`config.mk`:
```
export PLATFORM = sky130hd
export DESIGN_NAME = lcd_pcf8574_ctrl
export DESIGN_NICKNAME = d
export VERILOG_FILES = /design/src/rtl/lcd_pcf8574_ctrl_pkg.sv /design/src/rtl/lcd_delay_timer.sv /design/src/rtl/lcd_pcf8574_ctrl.sv
export SDC_FILE = /design/constraint.sdc
export NUM_CORES = 1
export LEC_CHECK = 0
export CAP_MARGIN = 40
export CELL_PAD_IN_SITES_DETAIL_PLACEMENT = 1
export CELL_PAD_IN_SITES_GLOBAL_PLACEMENT = 2
export CORE_ASPECT_RATIO = 0.8
export CORE_MARGIN = 5
export CORE_UTILIZATION = 34
export DETAILED_ROUTE_END_ITERATION = 6
export GPL_TIMING_DRIVEN = 0
export PLACE_DENSITY_LB_ADDON = 0.1
export SYNTH_ARGS = -nofsm -noshare
export SYNTH_HDL_FRONTEND = slang
export SYNTH_SLANG_ARGS = --single-unit
```
`constraint.sdc`:
```
create_clock -name clk -period 5 [get_ports clk]
set_input_delay 1 -clock clk [delete_from_list [all_inputs] [get_ports clk]]
set_output_delay 1 -clock clk [all_outputs]
set_load 0.1 [all_outputs]
```
`src/rtl/lcd_pcf8574_ctrl_pkg.sv`:
```
// Shared types and constants for the HD44780-over-PCF8574 LCD controller:
// FSM state encoding, expander bit map, delay counter width and init ROM.
package lcd_pcf8574_ctrl_pkg;

  typedef enum logic [2:0] {
    PWRUP    = 3'd0,
    INIT     = 3'd1,
    IDLE     = 3'd2,
    SEND     = 3'd3,
    WAIT_I2C = 3'd4,
    DELAY    = 3'd5,
    ERROR    = 3'd6
  } state_t;

  // Expander bit positions: P7..P4 carry LCD D7..D4
  localparam int BIT_RS   = 0;
  localparam int BIT_RW   = 1;
  localparam int BIT_EN   = 2;
  localparam int BIT_BL   = 3;
  localparam int DATA_LSB = 4;

  // Wide enough for the 250_000 and 2_500_000 cycle waits
  localparam int TIMER_W  = 22;
  localparam int INIT_OPS = 8;

  // One init step: opcode (nibble ops use opcode[3:0]), width flag, delay select
  typedef struct packed {
    logic [7:0] opcode;
    logic       is_byte;
    logic       delay_long;
  } init_op_t;

  // 4-bit mode wake-up, function set, display on, entry mode, clear
  function automatic init_op_t init_rom(input logic [2:0] idx);
    init_op_t op;
    case (idx)
      3'd0:    op = '{opcode: 8'h03, is_byte: 1'b0, delay_long: 1'b1};
      3'd1:    op = '{opcode: 8'h03, is_byte: 1'b0, delay_long: 1'b0};
      3'd2:    op = '{opcode: 8'h03, is_byte: 1'b0, delay_long: 1'b0};
      3'd3:    op = '{opcode: 8'h02, is_byte: 1'b0, delay_long: 1'b0};
      3'd4:    op = '{opcode: 8'h28, is_byte: 1'b1, delay_long: 1'b0};
      3'd5:    op = '{opcode: 8'h0C, is_byte: 1'b1, delay_long: 1'b0};
      3'd6:    op = '{opcode: 8'h06, is_byte: 1'b1, delay_long: 1'b0};
      default: op = '{opcode: 8'h01, is_byte: 1'b1, delay_long: 1'b1};
    endcase
    return op;
  endfunction

  // Assemble one expander byte; RW is always 0 (write only)
  function automatic logic [7:0] make_frame(input logic [3:0] nib, input logic bl,
                                            input logic en, input logic rs);
    logic [7:0] f;
    f                    = '0;
    f[DATA_LSB +: 4]     = nib;
    f[BIT_BL]            = bl;
    f[BIT_EN]            = en;
    f[BIT_RW]            = 1'b0;
    f[BIT_RS]            = rs;
    return f;
  endfunction

endpackage

```
`src/rtl/lcd_delay_timer.sv`:
```
// Up-counting wait timer shared by the power-up wait and the settle delays.
// After load (or reset) expired rises once 'value' cycles have been spent
// counting, then the count parks so it can never wrap.
module lcd_delay_timer
  import lcd_pcf8574_ctrl_pkg::*;
(
  input  logic               clk,
  input  logic               rst,
  input  logic               load,
  input  logic [TIMER_W-1:0] value,
  output logic               expired
);

  logic [TIMER_W-1:0] cnt;

  // Expired on the last cycle of the wait, so a wait of N occupies N cycles
  assign expired = ({1'b0, cnt} + {{TIMER_W{1'b0}}, 1'b1}) >= {1'b0, value};

  // Count from zero after load/reset, hold once expired
  always_ff @(posedge clk) begin
    if (rst || load) begin
      cnt <= '0;
    end else if (!expired) begin
      cnt <= cnt + 1'b1;
    end
  end

endmodule

```
`src/rtl/lcd_pcf8574_ctrl.sv`:
```
// HD44780 LCD controller driving a PCF8574 I2C backpack in 4-bit mode.
// Runs the power-up init sequence, then accepts one command or character at
// a time and emits the EN-strobed expander frames to an I2C byte master.
//
// Handshakes: a client command transfers on a cycle where cmd_valid and
// cmd_ready are both high; rs/data are captured that cycle and cmd_valid is
// otherwise ignored (no queueing). Towards the byte master i2c_req is raised
// with i2c_byte and both hold steady until a one-cycle i2c_done (or i2c_nack)
// pulse; i2c_req drops the cycle after, so each frame is a fresh request.
module lcd_pcf8574_ctrl
  import lcd_pcf8574_ctrl_pkg::*;
#(
  parameter int unsigned POWERUP_CYCLES = 2_500_000,
  parameter int unsigned DELAY_SHORT    = 2_500,
  parameter int unsigned DELAY_LONG     = 250_000,
  parameter logic [6:0]  I2C_ADDR       = 7'h27,
  parameter logic        BACKLIGHT      = 1'b1
)
(
  input  logic       clk,
  input  logic       rst,
  input  logic       cmd_valid,
  input  logic       cmd_rs,
  input  logic [7:0] cmd_data,
  output logic       cmd_ready,
  output logic       i2c_req,
  output logic [6:0] i2c_addr,
  output logic [7:0] i2c_byte,
  input  logic       i2c_done,
  input  logic       i2c_nack,
  output logic       init_done,
  output logic       error,
  output state_t     state_dbg
);

  localparam logic [TIMER_W-1:0] PWR_V   = TIMER_W'(POWERUP_CYCLES);
  localparam logic [TIMER_W-1:0] SHORT_V = TIMER_W'(DELAY_SHORT);
  localparam logic [TIMER_W-1:0] LONG_V  = TIMER_W'(DELAY_LONG);

  state_t       state;
  logic [2:0]   op_idx;
  logic [1:0]   frame_idx;
  logic [7:0]   op_data;
  logic         op_is_byte;
  logic         op_rs;
  logic         op_long;

  init_op_t     rom_op;
  logic [3:0]   cur_nib;
  logic [7:0]   cur_frame;
  logic         last_frame;
  logic         tmr_load;
  logic [TIMER_W-1:0] tmr_value;
  logic         tmr_expired;

  assign i2c_addr  = I2C_ADDR;
  assign cmd_ready = (state == IDLE) && init_done && !error;
  assign state_dbg = state;
  assign rom_op    = init_rom(op_idx);

  // Frame contents: even frames have EN high, odd frames EN low; a byte
  // sends its high nibble in frames 0/1 and its low nibble in frames 2/3
  always_comb begin
    cur_nib    = op_is_byte ? (frame_idx[1] ? op_data[3:0] : op_data[7:4]) : op_data[3:0];
    cur_frame  = make_frame(cur_nib, BACKLIGHT, ~frame_idx[0], op_rs);
    last_frame = op_is_byte ? (frame_idx == 2'd3) : (frame_idx == 2'd1);
  end

  // The timer restarts as the last frame of an operation completes
  assign tmr_load  = (state == WAIT_I2C) && i2c_done && !i2c_nack && last_frame;
  assign tmr_value = (state == PWRUP) ? PWR_V : (op_long ? LONG_V : SHORT_V);

  lcd_delay_timer u_timer (
    .clk     (clk),
    .rst     (rst),
    .load    (tmr_load),
    .value   (tmr_value),
    .expired (tmr_expired)
  );

  // Main controller FSM with registered bus outputs and status flags
  always_ff @(posedge clk) begin
    if (rst) begin
      state      <= PWRUP;
      op_idx     <= '0;
      frame_idx  <= '0;
      op_data    <= '0;
      op_is_byte <= 1'b0;
      op_rs      <= 1'b0;
      op_long    <= 1'b0;
      i2c_req    <= 1'b0;
      i2c_byte   <= '0;
      init_done  <= 1'b0;
      error      <= 1'b0;
    end else begin
      case (state)
        PWRUP: begin
          if (tmr_expired) begin
            op_idx <= '0;
            state  <= INIT;
          end
        end
        INIT: begin
          op_data    <= rom_op.opcode;
          op_is_byte <= rom_op.is_byte;
          op_long    <= rom_op.delay_long;
          op_rs      <= 1'b0;
          frame_idx  <= '0;
          state      <= SEND;
        end
        IDLE: begin
          if (cmd_valid && cmd_ready) begin
            op_data    <= cmd_data;
            op_rs      <= cmd_rs;
            op_is_byte <= 1'b1;
            // Clear and home need the long settle time
            op_long    <= !cmd_rs && ((cmd_data == 8'h01) || (cmd_data == 8'h02));
            frame_idx  <= '0;
            state      <= SEND;
          end
        end
        SEND: begin
          i2c_req  <= 1'b1;
          i2c_byte <= cur_frame;
          state    <= WAIT_I2C;
        end
        WAIT_I2C: begin
          if (i2c_nack) begin
            i2c_req <= 1'b0;
            error   <= 1'b1;
            state   <= ERROR;
          end else if (i2c_done) begin
            i2c_req <= 1'b0;
            if (last_frame) begin
              state <= DELAY;
            end else begin
              frame_idx <= frame_idx + 2'd1;
              state     <= SEND;
            end
          end
        end
        DELAY: begin
          if (tmr_expired) begin
            if (init_done) begin
              state <= IDLE;
            end else if (op_idx == 3'(INIT_OPS - 1)) begin
              init_done <= 1'b1;
              state     <= IDLE;
            end else begin
              op_idx <= op_idx + 3'd1;
              state  <= INIT;
            end
          end
        end
        ERROR: begin
          i2c_req <= 1'b0;
          error   <= 1'b1;
        end
        default: state <= PWRUP;
      endcase
    end
  end

endmodule

```
* Word-level counts from Yosys, hierarchy flattened
Index checks and enable logic that the tools add are counted.
** Cells by class
- Add/sub/neg operators :: 4
- Order comparisons :: 1
- Eq/ne operators :: 27
- Multiplexer cells :: 40
- Bitwise logic cells :: 2
- Reductions and logical operators :: 27
** Operators by type and width (number)
- 8-bit case mux with 6 select lines :: 1
- 3-bit two-way mux :: 10
- 22-bit by 1-bit adder with 23-bit output (second input constant) :: 1
- 23-bit by 22-bit >= comparator with 1-bit output :: 1
- 22-bit by 1-bit adder with 22-bit output (second input constant) :: 1
- 22-bit two-way mux :: 1
- 3-bit == test (second input constant) :: 7
- 3-bit case mux with 7 select lines :: 1
- 18-bit two-way mux :: 1
- 2-bit != test (second input constant) :: 8
- 8-bit case mux with 2 select lines :: 1
- 5-bit AND reduction :: 3
- 3-bit by 2-bit == test with 1-bit output (second input constant) :: 4
- 2-bit two-way mux :: 6
- 1-bit two-way mux :: 9
- 8-bit by 1-bit == test with 1-bit output (second input constant) :: 1
- 8-bit by 2-bit == test with 1-bit output (second input constant) :: 1
- 4-bit two-way mux :: 2
- 8-bit two-way mux :: 1
- 1-bit case mux with 2 select lines :: 4
- 2-bit AND reduction :: 4
- 1-bit logical AND :: 7
- 3-bit by 1-bit == test with 1-bit output (second input constant) :: 2
- 3-bit zero test :: 2
- 15 further kinds :: 22
** Word-level totals
- Bits in registers :: 51
- Output and inout bits :: 22

* Logic depth before layout (Yosys ltp)
- Word-level depth :: 6
- Mapped depth :: 17

* Hierarchy
From an unflattened synthesis, not the netlist that was laid out.
** Second synthesis, totals
- Cell total of the unflattened synthesis :: 435
- Area total of the unflattened synthesis :: 3647.2 µm²
** Modules (own cells, without submodules)
- lcd_delay_timer :: times used 1, cells each 239, area each 1980.6 µm²
- lcd_pcf8574_ctrl :: times used 1, cells each 196, area each 1666.6 µm²

* Worst setup path before layout
OpenSTA, ideal clock, no wires.
- Path type :: register -> register
- Start point :: register state[1], in the netlist state_dbg[1]
- End point :: register op_data[1]
- Setup time :: 65 ps
- Arrival :: 4834 ps
- Required time :: 4935 ps
- Path slack :: 100 ps
- Stages on the path, launching flop included :: 8
- Buffers on the path :: 1
- Clock period less this slack :: 4900 ps
- Cells stage by stage :: dfxtp_1 -> or3b_2 -> clkbuf_1 -> nor3_1 -> a21oi_1 -> nor3_1 -> a21oi_1 -> nor2_1
** On the way
- Cells in the longest elaborated chain, start to end :: 6
- Elaborated cells on any way between the ends :: 9
- Those cells by class :: eq/ne: 3; mux: 1; reduce/logical: 5
** Ends and longest elaborated chain
- from (decl) :: line lcd_pcf8574_ctrl.sv:40 : state_t state;
- from (signal assigned) :: line lcd_pcf8574_ctrl.sv:84 : state <= PWRUP;
- from (signal assigned) :: line lcd_pcf8574_ctrl.sv:100 : state <= INIT;
- from (signal assigned) :: line lcd_pcf8574_ctrl.sv:109 : state <= SEND;
- 3-bit by 2-bit == test with 1-bit output :: line lcd_pcf8574_ctrl.sv:57 : assign cmd_ready = (state == IDLE) && init_done && !error;
- 1-bit logical AND (2 in a row) :: line lcd_pcf8574_ctrl.sv:57
- net cmd_ready :: line lcd_pcf8574_ctrl.sv:25 : output logic cmd_ready,
- 1-bit logical AND :: line lcd_pcf8574_ctrl.sv:112 : if (cmd_valid && cmd_ready) begin
- 2-bit by 1-bit != test with 1-bit output (no source line)
- 2-bit AND reduction (no source line)
- to (signal assigned) :: line lcd_pcf8574_ctrl.sv:104 : op_data <= rom_op.opcode;
- to (signal assigned) :: line lcd_pcf8574_ctrl.sv:113 : op_data <= cmd_data;
- to (decl) :: line lcd_pcf8574_ctrl.sv:43 : logic [7:0] op_data;
The timed path passes the listed nets, and every way through them passes these cells.
A chain may end at the register's enable or synchronous reset.

* Worst setup path after layout
- Start point :: register u_timer.cnt[0]
- End point :: register u_timer.cnt[3]
** On the way
- Cells in the longest elaborated chain, start to end :: 2
- Elaborated cells on any way between the ends :: 3
- Those cells by class :: add/sub: 2; order compare: 1
** Ends and longest elaborated chain
- from (decl) :: line lcd_delay_timer.sv:14 : logic [TIMER_W-1:0] cnt;
- from (signal assigned) :: line lcd_delay_timer.sv:24 : cnt <= cnt + 1'b1;
- 22-bit by 1-bit adder with 23-bit output :: line lcd_delay_timer.sv:17 : assign expired = ({1'b0, cnt} + {{TIMER_W{1'b0}}, 1'b1}) >= {1'b0, value};
- 23-bit by 22-bit >= comparator with 1-bit output :: line lcd_delay_timer.sv:17
Several ways; a longest one is shown, not always the timed one.

==> results.md <==
- # IOs: 36
- Min-delay src: op_data[6]
- Setup tns final: 0 ns
- TritonCTS buffer count: 5
- Synthesis Warnings: 0
- Syn_area_per_cell: 8.03 sq um
- Hold Violations, Final: 0
- Buf/Inv on CP: 2
- Crit-path cells: ha_1, nand3_1, nor4_2, and3_1, nor2b_1, nand3_1, xnor2_1, ha_1, a21oi_1, nor2b_1, o21ai_0, nand2b_1, o21a_1, buf_2, buf_2, o31ai_1, a21oi_1
- Initial Util: 0.345
- Antenna cells: 0
- Flop pwr share: 0.335
- NetSw: 598 uW
- Most frequent cells in the layout: 51 x dfxtp_1, 50 x nor2_1, 36 x nand2_1
- GRT Util Overall: 0.185
- Reg2reg start: u_timer.cnt[0]
- Worst path required time: 5.16 ns
- Worst-Margin Slew: 0.817 ns
- Final Max Tran Viols: 0
- Post-Syn Area: 3490 sq um
- Async set or reset register ratio after synthesis: 0
- Die Footprint: 12,400 sq um
- Worst Clk Skew: 0.0104 ns
- Power per cell area: 331 nW/um^2
- Setup violators final: 0
- TritonRoute pass-1 iters: 4
- Max transition margin: 0.450
- WP data arrival: 4.81 ns
- Die Y: 101 um
- Reg clk slew, reported paths: 0.07 ns
- Logic pwr share: 0.421
- Setup Fix Bufs, Post-CTS: 0
- Bufs on Longest Clock Path: 2
- Fmax: 0.215 GHz
- Clk_lat worst skew: 0.30 ns
- Cells after synthesis: 434
- Max VDD drop: 0.128 mV
- FF+latch count, synth: 51
- Internal power: 833 uW
- Worst path top cell family by delay: simple AND/OR/NAND/NOR gates
- CP max stage delay: 0.47 ns
- Synth top area share: 0.293
- Period utilization: 0.929
- Clock power share: 0.245
- Hold Crit Depth: 2
- Post-layout util: 0.428
- Detail Route Antenna Nets: 0
- Row count: 33
- GPL Wtd Cong: 0.804
- CP Launch Type: flip-flop
- Antenna violations before repair: 0
- IO Port Bufs: 26
- Die width: 123 um
- Sequential-to-total area share from yosys stat: 0.293
- Vias: 3,327
- Via density: 5.30
- Number of distinct library cells after synthesis: 62
- Commonest non-fill, non-tap cell in the layout: dfxtp_1
- Lkg Pwr: 0.00165 uW
- Detailed-placement wirelength estimate: 8330 um
- Root buffer cell: clkbuf_16
- # DRC: 0
- Sink Count: 51
- Hold Path End: op_data[6]
- Final wirelength: 10,900 um
- DR WL/cell: 17.3 um
- Post-layout net count: 522
- Initial DRC count: 203
- CP Class: flip-flop to flip-flop
- Synth area leaders: dfxtp_1 29%, ha_1 7.5%, nor2_1 5.4%
- Reg-to-reg endpoint: u_timer.cnt[3]
- Crit-path max FO: 10
- Period minus WS final: 4.65 ns
- RSZ-0062 raised after global routing: no
- Area growth syn-to-layout: 24.1%
- H-tree depth: 2
- Grt ovf: 0
- Post-synth EDFFs: 0
- Status: finished clean
- Largest net degree at the start of global routing: 17
- Synth area leader: dfxtp_1
- CP endpoint kind: flip-flop
- Number of global-route vias before repair: 3,402
- Share of cells above drive strength 1: 0.113
- Top_reg_cell synth: dfxtp_1
- Reg-to-reg slack, setup: 0.35 ns
- Core outline area: 10,100 sq um
- Hold crit path type: flip-flop to flip-flop
- Max cap viols: 0
- Slowest-stage cell, CP: nor4_2
- CTS tree: done
- Switching share of power: 0.418
- Length in cells of the worst reg-to-reg path: 17
- First-pass GRT wire length: 18,200 um
## tightest hold or removal path, delay by kind of cell, from the launching register on
kind | cells | cell delay [ns]
compound gates | 1 | 0.05
simple gates | 1 | 0.05
flops | 1 | 0.31
## how the worst max path moves through the flow
| stage | startpoint | end | slack, ns | cells after the start |
|---|---|---|---|---|
| after global placement | u_timer.cnt[0] | u_timer.cnt[9] | 0.13 | 16 |
| after floorplan | state_dbg[1] | op_data[1] | 0.10 | 7 |
| final | u_timer.cnt[0] | u_timer.cnt[3] | 0.35 | 17 |
| after CTS | u_timer.cnt[0] | u_timer.cnt[9] | 0.07 | 16 |
| after detailed placement | u_timer.cnt[0] | u_timer.cnt[11] | 0.14 | 16 |
| after global routing | u_timer.cnt[0] | u_timer.cnt[3] | 0.04 | 17 |
## sequential cells by signal, summed over array words and instances, names as in the netlist
name	cells
error	1
frame_idx	2
i2c_byte	7
i2c_req	1
init_done	1
op_data	8
op_idx	3
op_is_byte	1
op_long	1
op_rs	1
state_dbg	3
u_timer.cnt	22
## per-layer routing
metal,track usage,share of wire,routed length (um)
met5,0,0,0
met4,0.0332,0.0040,44
met3,0.0286,0.035,386
met2,0.268,0.43,4630
met1,0.290,0.54,5820
## repair_timing
| item | 4_1_cts | 5_1_grt |
|---|---|---|
| resized for setup | 0 | 4 |
| hold buffers | 0 | 0 |
| endpoints found under the setup margin | 0 | 9 |
## power by group through the flow
| stage | clock network, uW | logic (uW) | registers, uW |
|---|---|---|---|
| floorplan | 0 | 315 | 581 |
| detailed placement | 0 | 601 | 488 |
| global placement | 0 | 544 | 487 |
| CTS | 363 | 605 | 479 |
| finish | 350 | 602 | 479 |
| global route | 382 | 662 | 485 |
## final cells by class
type,instances,area [sq um]
Fill cell,1224,5790
Multi-Input combinational cell,342,2250
Sequential cell,51,1020
Timing Repair Buffer,40,483
Buffer,33,198
Tap cell,140,175
Clock buffer,5,125
Inverter,14,52.6
Clock inverter,3,20.0
## cells by family (layout without fill, tap and decap cells)
logic type / Yosys count / in the layout / synth area share
muxes: 12 / 12 / 0.0345
and+or+nand+nor: 177 / 177 / 0.260
DFF: 51 / 51 / 0.293
other: 2 / 8 / 0.00215
xor gates and xnor gates: 18 / 18 / 0.0452
buffers and inverters: 47 / 95 / 0.0714
AOI/OAI and AO/OA: 106 / 106 / 0.219
adders and majority gates: 21 / 21 / 0.0754
## cell usage after synthesis (9+ instances only)
library cell  count
a21oi_1          33
dfxtp_1          51
xnor2_1           9
o21ai_0          11
nor3_1           12
nand2_1          36
nand3_1          18
nand2b_1         10
ha_1             21
nor2_1           50
clkbuf_1         15
mux2i_1          12
inv_1            14
xor2_1            9
o31ai_1          10
or4_1            10
## stage by stage
stage / instances / total power [uW] / instance area (sq um) / hold WS, ns / worst slack, ns
2_1_floorplan: 440 / 896 / 3510 / 0.431 / 0.100
3_3_place_gp: 606 / 1030 / 3940 / 0.442 / 0.126
3_5_place_dp: 620 / 1090 / 4170 / 0.447 / 0.138
4_1_cts: 628 / 1450 / 4310 / 0.458 / 0.0724
5_1_grt: 628 / 1530 / 4330 / 0.479 / 0.0368
6_report: 628 / 1430 / 4330 / 0.456 / 0.353
Note: power is estimated with default switching activity, not from simulation.
